[config.mk]
export PLATFORM = sky130hd
export DESIGN_NAME = fetch_unit_flat
export DESIGN_NICKNAME = d
export VERILOG_FILES = /design/src/rtl/fetch_pkg.sv /design/src/rtl/fetch_if.sv /design/src/rtl/fetch_fifo.sv /design/src/rtl/fetch_unit.sv /design/src/flat_wrapper.sv
export SDC_FILE = /design/constraint.sdc
export NUM_CORES = 1
export LEC_CHECK = 0
export ABC_CLOCK_PERIOD_IN_PS = 3500
export CORE_MARGIN = 2
export CORE_UTILIZATION = 33
export CTS_CLUSTER_DIAMETER = 120
export DETAILED_ROUTE_END_ITERATION = 16
export MAX_ROUTING_LAYER = met4
export PLACE_DENSITY = 0.58
export SLEW_MARGIN = 40
export SYNTH_ARGS = -nofsm -noshare
export SYNTH_HDL_FRONTEND = slang
export SYNTH_HIERARCHICAL = 1
export SYNTH_SLANG_ARGS = --single-unit
[constraint.sdc]
create_clock -name clk -period 3.5 [get_ports clk]
set_input_delay 0.7 -clock clk [delete_from_list [all_inputs] [get_ports clk]]
set_output_delay 0.7 -clock clk [all_outputs]
set_load 0.01 [all_outputs]
[src/rtl/fetch_pkg.sv]
// Shared types and constants for the instruction fetch stage.
package fetch_pkg;

  localparam logic [31:0] RESET_PC_DEFAULT = 32'h0040_0000;
  localparam logic [31:0] PC_INC           = 32'd4;

  typedef enum logic {StBoot, StRun} state_e;

  function automatic logic [31:0] align_pc(input logic [31:0] pc);
    return {pc[31:2], 2'b00};
  endfunction

endpackage

[src/rtl/fetch_if.sv]
// ROM, redirect and decode-side handshake signals of the fetch stage.
interface fetch_if #(
  parameter int unsigned ROM_AW = 6
) ();

  logic              rom_en;
  logic [ROM_AW-1:0] rom_addr;
  logic [31:0]       rom_data;
  logic              redirect_valid;
  logic [31:0]       redirect_pc;
  logic              ins_valid;
  logic              ins_ready;
  logic [31:0]       ins;
  logic [31:0]       ins_pc;

  modport master (
    output rom_en, rom_addr, ins_valid, ins, ins_pc,
    input  rom_data, redirect_valid, redirect_pc, ins_ready
  );

  modport slave (
    input  rom_en, rom_addr, ins_valid, ins, ins_pc,
    output rom_data, redirect_valid, redirect_pc, ins_ready
  );

endinterface

[src/rtl/fetch_fifo.sv]
// Show-ahead prefetch FIFO holding {pc, ins}; clear wins over push and pop.
module fetch_fifo #(
  parameter int unsigned DEPTH = 2,
  parameter int unsigned W     = 64
) (
  input  logic                   clk,
  input  logic                   rst,
  input  logic                   push,
  input  logic [W-1:0]           wdata,
  input  logic                   pop,
  input  logic                   clear,
  output logic [W-1:0]           rdata,
  output logic [$clog2(DEPTH):0] count
);

  localparam int unsigned AW = $clog2(DEPTH);
  localparam logic [AW:0] FULL = (AW + 1)'(DEPTH);

  logic [W-1:0]  mem_q [DEPTH];
  logic [AW-1:0] wr_ptr_q, rd_ptr_q;
  logic [AW:0]   count_q, count_d;
  logic          do_push, do_pop;

  always_comb begin
    do_pop  = pop && (count_q != '0) && !clear;
    do_push = push && !clear && ((count_q != FULL) || do_pop);
    count_d = count_q;
    if (clear) begin
      count_d = '0;
    end else if (do_push && !do_pop) begin
      count_d = count_q + 1'b1;
    end else if (!do_push && do_pop) begin
      count_d = count_q - 1'b1;
    end
  end

  always_ff @(posedge clk or negedge rst) begin
    if (!rst) begin
      wr_ptr_q <= '0;
      rd_ptr_q <= '0;
      count_q  <= '0;
      for (int i = 0; i < int'(DEPTH); i++) begin
        mem_q[i] <= '0;
      end
    end else begin
      count_q <= count_d;
      if (clear) begin
        wr_ptr_q <= '0;
        rd_ptr_q <= '0;
      end else begin
        if (do_push) begin
          mem_q[wr_ptr_q] <= wdata;
          wr_ptr_q        <= wr_ptr_q + 1'b1;
        end
        if (do_pop) begin
          rd_ptr_q <= rd_ptr_q + 1'b1;
        end
      end
    end
  end

  assign rdata = mem_q[rd_ptr_q];
  assign count = count_q;

endmodule

[src/rtl/fetch_unit.sv]
// Fetch stage: PC sequencing, ROM request issue with credit check, redirect flush.
module fetch_unit
  import fetch_pkg::*;
#(
  parameter logic [31:0] RESET_PC   = RESET_PC_DEFAULT,
  parameter int unsigned ROM_AW     = 6,
  parameter int unsigned FIFO_DEPTH = 2
) (
  input logic      clk,
  input logic      rst,
  fetch_if.master  bus
);

  localparam int unsigned CW = $clog2(FIFO_DEPTH) + 1;

  state_e      state_q, state_d;
  logic [31:0] fetch_pc_q, fetch_pc_d;
  logic [31:0] req_pc_q, req_pc_d;
  logic        inflight_q;
  logic        run, redir, pop, issue, push, ins_valid;
  logic [CW:0] occ;
  logic [63:0] head;
  logic [CW-1:0] fifo_count;

  always_comb begin
    state_d = state_q;
    unique case (state_q)
      StBoot:  state_d = StRun;
      StRun:   state_d = StRun;
      default: state_d = StBoot;
    endcase
  end

  // Credit: entries present plus the one returning must leave room for a new request.
  always_comb begin
    run       = (state_q == StRun);
    redir     = run && bus.redirect_valid;
    ins_valid = (fifo_count != '0);
    pop       = ins_valid && bus.ins_ready;
    occ       = {1'b0, fifo_count} + {{CW{1'b0}}, inflight_q} - {{CW{1'b0}}, pop};
    issue     = run && !bus.redirect_valid && (occ < (CW + 1)'(FIFO_DEPTH));
    push      = inflight_q && !redir;
    req_pc_d  = issue ? fetch_pc_q : req_pc_q;
    fetch_pc_d = fetch_pc_q;
    if (redir) begin
      fetch_pc_d = align_pc(bus.redirect_pc);
    end else if (issue) begin
      fetch_pc_d = fetch_pc_q + PC_INC;
    end
  end

  always_ff @(posedge clk or negedge rst) begin
    if (!rst) begin
      state_q    <= StBoot;
      fetch_pc_q <= RESET_PC;
      req_pc_q   <= '0;
      inflight_q <= 1'b0;
    end else begin
      state_q    <= state_d;
      fetch_pc_q <= fetch_pc_d;
      req_pc_q   <= req_pc_d;
      inflight_q <= issue;
    end
  end

  fetch_fifo #(
    .DEPTH (FIFO_DEPTH),
    .W     (64)
  ) u_fifo (
    .clk   (clk),
    .rst   (rst),
    .push  (push),
    .wdata ({req_pc_q, bus.rom_data}),
    .pop   (pop),
    .clear (redir),
    .rdata (head),
    .count (fifo_count)
  );

  assign bus.rom_en    = issue;
  assign bus.rom_addr  = fetch_pc_q[ROM_AW+1:2];
  assign bus.ins_valid = ins_valid;
  assign bus.ins       = ins_valid ? head[31:0]  : 32'h0;
  assign bus.ins_pc    = ins_valid ? head[63:32] : 32'h0;

endmodule
[src/flat_wrapper.sv]
// flat-port wrapper written by rule: the top's interface ports become plain ports
module fetch_unit_flat import fetch_pkg::*;
#(
  parameter logic [31:0] RESET_PC   = RESET_PC_DEFAULT,
  parameter int unsigned ROM_AW     = 6,
  parameter int unsigned FIFO_DEPTH = 2
)
  (clk, rst, bus_rom_en, bus_rom_addr, bus_ins_valid, bus_ins, bus_ins_pc, bus_rom_data, bus_redirect_valid, bus_redirect_pc, bus_ins_ready);
  fetch_if #(.ROM_AW(ROM_AW)) bus_i ();
  input logic clk;
  input logic rst;
  output wire logic [$bits(bus_i.rom_en)-1:0] bus_rom_en;
  output wire logic [$bits(bus_i.rom_addr)-1:0] bus_rom_addr;
  output wire logic [$bits(bus_i.ins_valid)-1:0] bus_ins_valid;
  output wire logic [$bits(bus_i.ins)-1:0] bus_ins;
  output wire logic [$bits(bus_i.ins_pc)-1:0] bus_ins_pc;
  input wire logic [$bits(bus_i.rom_data)-1:0] bus_rom_data;
  input wire logic [$bits(bus_i.redirect_valid)-1:0] bus_redirect_valid;
  input wire logic [$bits(bus_i.redirect_pc)-1:0] bus_redirect_pc;
  input wire logic [$bits(bus_i.ins_ready)-1:0] bus_ins_ready;
  assign bus_rom_en = bus_i.rom_en;
  assign bus_rom_addr = bus_i.rom_addr;
  assign bus_ins_valid = bus_i.ins_valid;
  assign bus_ins = bus_i.ins;
  assign bus_ins_pc = bus_i.ins_pc;
  assign bus_i.rom_data = bus_rom_data;
  assign bus_i.redirect_valid = bus_redirect_valid;
  assign bus_i.redirect_pc = bus_redirect_pc;
  assign bus_i.ins_ready = bus_ins_ready;
  fetch_unit #(.RESET_PC(RESET_PC), .ROM_AW(ROM_AW), .FIFO_DEPTH(FIFO_DEPTH)) u_core (.clk(clk), .rst(rst), .bus(bus_i));
endmodule
==> flow_summary.yaml, run 1 <==
outcome:
  status: "finished, final reports clean"
finish:
  area_growth_pct: 25.8
  antennaDiodeCount: 0
  drive_gt1_share_pct: 28.7
  layout.nets: 978
  final_core_util_pct: 42.3
critical_path:
  cp.required_ps: 3850
  worstPathMaxFanout: 3
  r2r_slack_ps: 140
  setup.worst_path.start: "bus_ins_ready"
  worstPathArrival_ps: 3740
  cp-start-kind: "input port"
  critPathCaptureType: "flop"
  critPathKind: "in2reg"
  reg2reg_from: "u_core/u_fifo/count[0]"
power:
  powerDensity_nw_per_um2: 807
  leakage_uw: 0.00523
  peakVddDrop_uv: 533
  power.total_uw: 9530
global_route:
  grt_max_degree: 103
  grt_overflow_total: 0
  grt_pass1_wl_um: 35300
  grt_use_total_pct: 15.1
  grt_pass1_vias: 6301
  antenna_found_initial: 0
place:
  dp_hpwl_um: 13600
  place_ws_ps: -351
  place_congestion: 0.786
  portBuffers: 137
timing:
  max-slew-margin-rel_pct: 61.6
  fmax_ghz: 0.295
  clock_skew_ps: 10.3
  final-setup-viol-count: 0
  finalCritPeriodShare_pct: 96.8
  hold_viol: 0
  slew_violations: 0
  holdWs_ps: 235
  tightest_slew_ps: 576
  rsz0062_at_grt: "no"
  setup_ws_ps: 113
  fin_crit_ps: 3390
logic_synthesis:
  yosys.area_share.simple_pct: 13.9
  ys_seq_elements: 194
  synth_fa_ha_area_share_pct: 0.479
  avgSynthCellArea_um2: 12.0
  synth_top_cell_by_area: "dfrtp_1"
  async_flop_share_pct: 100
  syn-cell-area_um2: 9400
  synthMuxAreaShare_pct: 25.1
  synthXorXnorAreaFrac_pct: 1.30
  ys.warnings.count: 6
  synth_cell_types: 56
  yosysSeqAreaShare_pct: 51.7
  synth_top_family_by_area: "multiplexers"
  synthTopCellsByArea: "dfrtp_1, mux2_2, mux2_4"
  ys.flop_type: "dfrtp_1"
  syn_inst: 780
  synth_top_area_share_pct: 51.4
  synth_edf_count: 0
  synth_compound_area_share_pct: 3.98
drt:
  postRouteAntennaNets: 0
  wl_um: 21200
  drt_iter0_markers: 330
  num_vias: 6134
  drc: 0
  drtPass1Iterations: 4
  vias_per_cell: 4.73
  wl_per_cell_um: 16.3
die:
  start_util_pct: 33.6
  num_rows: 61
  die-area_um2: 29800
  top_level_ports: 140
  core_um2: 27900
  die_y_um: 173
  fp.dieW_um: 173
clock_network:
  cts_hold_buffers: 0
  htree_num_levels: 4
  clock_latency_ps: 430
  cts_num_sinks: 194
  ctsLongestPathBuffers: 2
  cts_tree: "built"
  clk_pin_slew_worst_paths_ps: 80
  cts_root_buf: "clkbuf_16"
  cts_inserted_buffers: 17
hold_path:
  min_path_type: "in2async"
job:
  maxCapViolCount: 0
-- metrics by stage --
stage | area [µm²] | setup TNS (ps) | cells
2_1_floorplan | 9440 | 0 | 783
3_3_place_gp | 11200 | -1700 | 1267
3_5_place_dp | 11200 | -1970 | 1267
4_1_cts | 11800 | 0 | 1299
5_1_grt | 11800 | 0 | 1298
6_report | 11800 | 0 | 1298
-- power breakdown --
| group | switching [µW] | internal, µW |
|---|---|---|
| clock | 920 | 997 |
| sequential | 615 | 3230 |
| combinational | 1510 | 2260 |
-- metal layers --
layer,part of all wire [%],global-route usage [%],vias to the layer above,wire (µm)
met4,0.54,3.07,0,115
met5,0,-,-,0
met3,3.3,3.17,7,702
met2,46,23.0,131,9710
li1,-,-,2948,-
met1,50,20.9,3048,10700
-- worst paths after layout --
check	depth (start not counted)	end
max in group asynchronous	2	u_core/u_fifo/mem_q[21]
min in group clk	1	u_core/u_fifo/mem_q[127]
setup / recovery	10	u_core/fetch_pc_q[30]
hold / removal	1	u_core/u_fifo/mem_q[121]
setup reg to reg	10	u_core/fetch_pc_q[30]
hold reg to reg	1	u_core/u_fifo/mem_q[127]
-- kinds of logic after synthesis --
logic type                 Yosys count
adders and majority gates            3
xor gates and xnor gates            14
buffers and inverters               62
AOI/OAI and AO/OA                   58
and+or+nand+nor                    254
muxes                              193
other                                2
DFF                                194
-- worst max-delay path, stage by stage --
cell             delay (ps)
clkdlybuf4s50_1         400
and2_4                  150
ha_1                    280
nand2b_4                140
fa_2                    510
nand3b_1                120
or3_4                   360
or3_4                   340
or4_4                   550
a31oi_4                 190
-- cell usage after synthesis (2+ instances only) --
cell type and instances:
buf_2 10, o21ai_0 26, or4_1 4, a211oi_1 3, nand2_1 110, clkbuf_1 25, inv_1 10, nor3_1 15
dfrtp_1 193, ha_1 2, nor2_1 11, nand4_1 5, a221o_1 2, mux2_2 143, and4_1 3, nor4_1 5
buf_1 3, a22oi_1 4, a21oi_1 4, buf_6 8, and3_1 4, buf_4 6, and2_1 66, xor2_1 2
conb_1 2, mux2_4 49, o211ai_1 3, or3_1 3, a31oi_1 4, nand3b_1 2, xnor2_1 12, nand3_1 12
o311ai_0 4, nand2b_1 3
-- area by class of cell --
type	count	area, µm²
Fill cell	2685	16100
Clock inverter	12	118
Sequential cell	194	4860
Clock buffer	20	467
Tap cell	378	473
Inverter	10	40.0
Timing Repair Buffer	157	1580
Multi-Input combinational cell	527	4280
-- placed cells by master (no fill, tap or decap), types with 5 or more instances in the layout --
| cell type | count |
|---|---|
| dfrtp_1 | 191 |
| inv_1 | 9 |
| clkbuf_16 | 18 |
| and2_1 | 65 |
| nor2_1 | 11 |
| o21ai_0 | 26 |
| conb_1 | 5 |
| clkdlybuf4s50_1 | 135 |
| mux2_4 | 49 |
| buf_4 | 16 |
| nor4_1 | 5 |
| nand4_1 | 5 |
| xnor2_1 | 12 |
| nand2_1 | 110 |
| nor3_1 | 15 |
| nand3_1 | 12 |
| mux2_2 | 143 |
-- sequential cells by signal, indices dropped and copies added (netlist names) --
name	cells
u_core/fetch_pc_q	30
u_core/inflight_q	1
u_core/req_pc_q	30
u_core/run	1
u_core/u_fifo/count	2
u_core/u_fifo/mem_q	128
u_core/u_fifo/rd_ptr_q	1
u_core/u_fifo/wr_ptr_q	1
-- timing repair --
item                                    in CTS  in global routing
buffers inserted                             0                  0
endpoints found under the hold margin        0                  0
endpoints found under the setup margin       1                  2
pin swaps                                    0                  3
gates resized for setup                      5                  7
No activity file was read; power rests on OpenSTA's default activity.
==> inputs of run 2 (changes only) <==
--- a/config.mk
+++ b/config.mk
@@ -11,9 +11,8 @@
 export CTS_CLUSTER_DIAMETER = 120
 export DETAILED_ROUTE_END_ITERATION = 16
 export MAX_ROUTING_LAYER = met4
-export PLACE_DENSITY = 0.58
+export PLACE_DENSITY_LB_ADDON = 0.3
 export SLEW_MARGIN = 40
 export SYNTH_ARGS = -nofsm -noshare
 export SYNTH_HDL_FRONTEND = slang
-export SYNTH_HIERARCHICAL = 1
 export SYNTH_SLANG_ARGS = --single-unit
==> run 2 against run 1 <==
Against the previous run: die area is 6.6% lower; largest cell class unchanged; clock-buffer cell count unchanged; via count increased by 1.2%.
==> flow_summary.yaml, run 2 <==
clock_network:
  cts_inserted_buffers: 17
  ctsLongestPathBuffers: 2
  cts_tree: "built"
  cts_root_buf: "clkbuf_16"
  clock_latency_ps: 430
  clk_pin_slew_worst_paths_ps: 70
  htree_num_levels: 4
  cts_num_sinks: 190
critical_path:
  worstPathMaxFanout: 2
  worstPathArrival_ps: 2640
  critPathKind: "reg2out"
  cp.required_ps: 2800
  cp-start-kind: "flop"
  critPathCaptureType: "output port"
drt:
  wl_met2_um: 9480
  vias_per_cell: 4.94
  top_layer: "met4"
  wl_um: 20600
  wl_per_cell_um: 16.4
  num_vias: 6210
  drc: 0
  drt-met1-wl_um: 10000
  drtPass1Iterations: 4
  postRouteAntennaNets: 0
  dr_wl_met3_um: 925
  drt_iter0_markers: 301
logic_synthesis:
  synth_edf_count: 0
  ys_seq_elements: 190
  ys.warnings.count: 0
  synth_top_cell_by_area: "dfrtp_1"
  synth_common_cells: "dfrtp_1, mux2_2, nand2_1"
  async_flop_share_pct: 100
  synth_cell_types: 57
  syn-cell-area_um2: 8770
  avgSynthCellArea_um2: 11.4
  syn_inst: 769
  ys.flop_type: "dfrtp_1"
  yosysMostFrequentCell: "dfrtp_1"
  synthTopCellsByArea: "dfrtp_1, mux2_2, mux2i_1"
  yosysSeqAreaShare_pct: 54.3
  synth_top_area_share_pct: 54.0
power:
  sequentialPowerShare_pct: 41.2
  pwr-share-comb_pct: 37.8
  p_switching_uw: 3070
  p_int_uw: 5990
  swShare_pct: 33.9
  power.share.clock_pct: 21.0
  leakage_uw: 0.00499
  powerDensity_nw_per_um2: 805
  peakVddDrop_uv: 310
timing:
  rsz0062_at_grt: "no"
  hold_viol: 0
  max-slew-margin-rel_pct: 53.9
  fmax_ghz: 0.300
  holdWs_ps: 212
  fin_crit_ps: 3340
  clock_skew_ps: 12.3
  finalCritPeriodShare_pct: 95.3
  final-setup-viol-count: 0
  tightest_slew_ps: 692
  slew_violations: 0
finish:
  layout_commonest_cell: "dfrtp_1"
  final_core_util_pct: 43.2
  area_growth_pct: 28.4
  antennaDiodeCount: 0
  layout.nets: 981
  ff_latch_area_um2: 4760
  layout_common_cells: "dfrtp_1, clkdlybuf4s50_1, mux2_2"
  reg_top3: "u_core.u_fifo.mem_q (124), u_core.fetch_pc_q (30), u_core.req_pc_q (30)"
  fillCellCount: 2523
  regMostFlops: "u_core.u_fifo.mem_q"
  fin_cells: 1257
  largest_reg_flops: 124
  drive_gt1_share_pct: 23.0
  multi_input_area_um2: 3780
global_route:
  grt_overflow_total: 0
  antenna_found_initial: 1
  grt_pass1_wl_um: 34000
  grt_use_total_pct: 15.6
  grt_pass1_vias: 6315
  grt_max_degree: 69
outcome:
  status: "finished, final reports clean"
die:
  top_level_ports: 140
  core_um2: 26100
  start_util_pct: 33.6
  die_y_um: 167
  die-area_um2: 27900
  fp.dieW_um: 167
  num_rows: 59
place:
  dp_hpwl_um: 14000
  dp_cells: 1224
  portBuffers: 135
  place_congestion: 0.839
job:
  maxCapViolCount: 0
hold_path:
  min_path_type: "in2async"
[run 2: cell types whose count changed in the layout (fill, tap and decap cells not counted), sizes merged, moves of 7 or more]
cell	change
nor3	-12
nor2	+64
mux2i	+62
buf	+16
mux2	-68
xnor2	-7
and2	-65
[run 2: area by class of cell]
cell class,count,share of cell area [%]
tap,335,3.72
inverter,12,0.400
multi-input combinational,517,33.5
clock buffer,20,4.14
sequential,190,42.3
timing repair buffer,171,14.9
clock inverter,12,1.06
[run 2: critical path, stage by stage, from the launching register on]
cell	delay (ps)
dfrtp_1	410
nor2_4	110
inv_1	60
and2_4	160
ha_1	280
nand2b_4	150
fa_1	480
nand3b_1	110
or2_4	260
inv_2	70
buf_2	130
[run 2: worst paths after layout]
check | to | start | cells past startpoint | slack, ps
min reg2reg | u_core.req_pc_q[15] | u_core.req_pc_q[15] | 2 | 500
min in group clk | u_core.req_pc_q[15] | u_core.req_pc_q[15] | 2 | 500
max reg2reg | u_core.fetch_pc_q[22] | u_core.u_fifo.count[0] | 12 | 180
min | u_core.u_fifo.mem_q[69] | rst | 1 | 210
max | bus_rom_en | u_core.u_fifo.count[0] | 10 | 160
max in group asynchronous | u_core.u_fifo.mem_q[84] | rst | 2 | 2410
[run 2: repair_timing]
action,4_1_cts,5_1_grt
hold buffers,0,0
cloned,0,0
endpoints found under the setup margin,3,7
endpoints found under the hold margin,0,0
buffers inserted,1,1
resized for setup,7,3
pin swaps,1,3
[run 2: cells by family after synthesis]
family,after synthesis,synth area share (%)
compound gates,68,5.24
xor+xnor,10,0.999
fa+ha+maj,4,0.657
buf+inv,63,3.07
flops,190,54.3
mux,187,23.1
other cells,2,0.0857
simple gates,245,12.6
[run 2: per-stage QoR]
stage	setup slack, ps	power (µW)	area, µm²	TNS (ps)
floorplan	8.37	5770	8780	0
global placement	-495	7170	10700	-7370
detailed placement	-493	7250	10700	-7730
CTS	5.60	9200	11200	0
global route	7.49	9700	11300	0
finish	164	9060	11300	0
[run 2: power groups by stage]
stage	Sequential (µW)	Combinational (µW)	Clock, µW
2_1_floorplan	3550	2220	0
3_3_place_gp	3750	3430	0
3_5_place_dp	3780	3470	0
4_1_cts	3730	3490	1970
5_1_grt	3860	3790	2050
6_report	3730	3430	1910
[run 2: per-layer routing]
metal	GRT usage [%]	up-vias
met5	-	-
met4	4.57	0
met3	2.57	12
met2	23.6	153
met1	21.7	3075
li1	-	2970
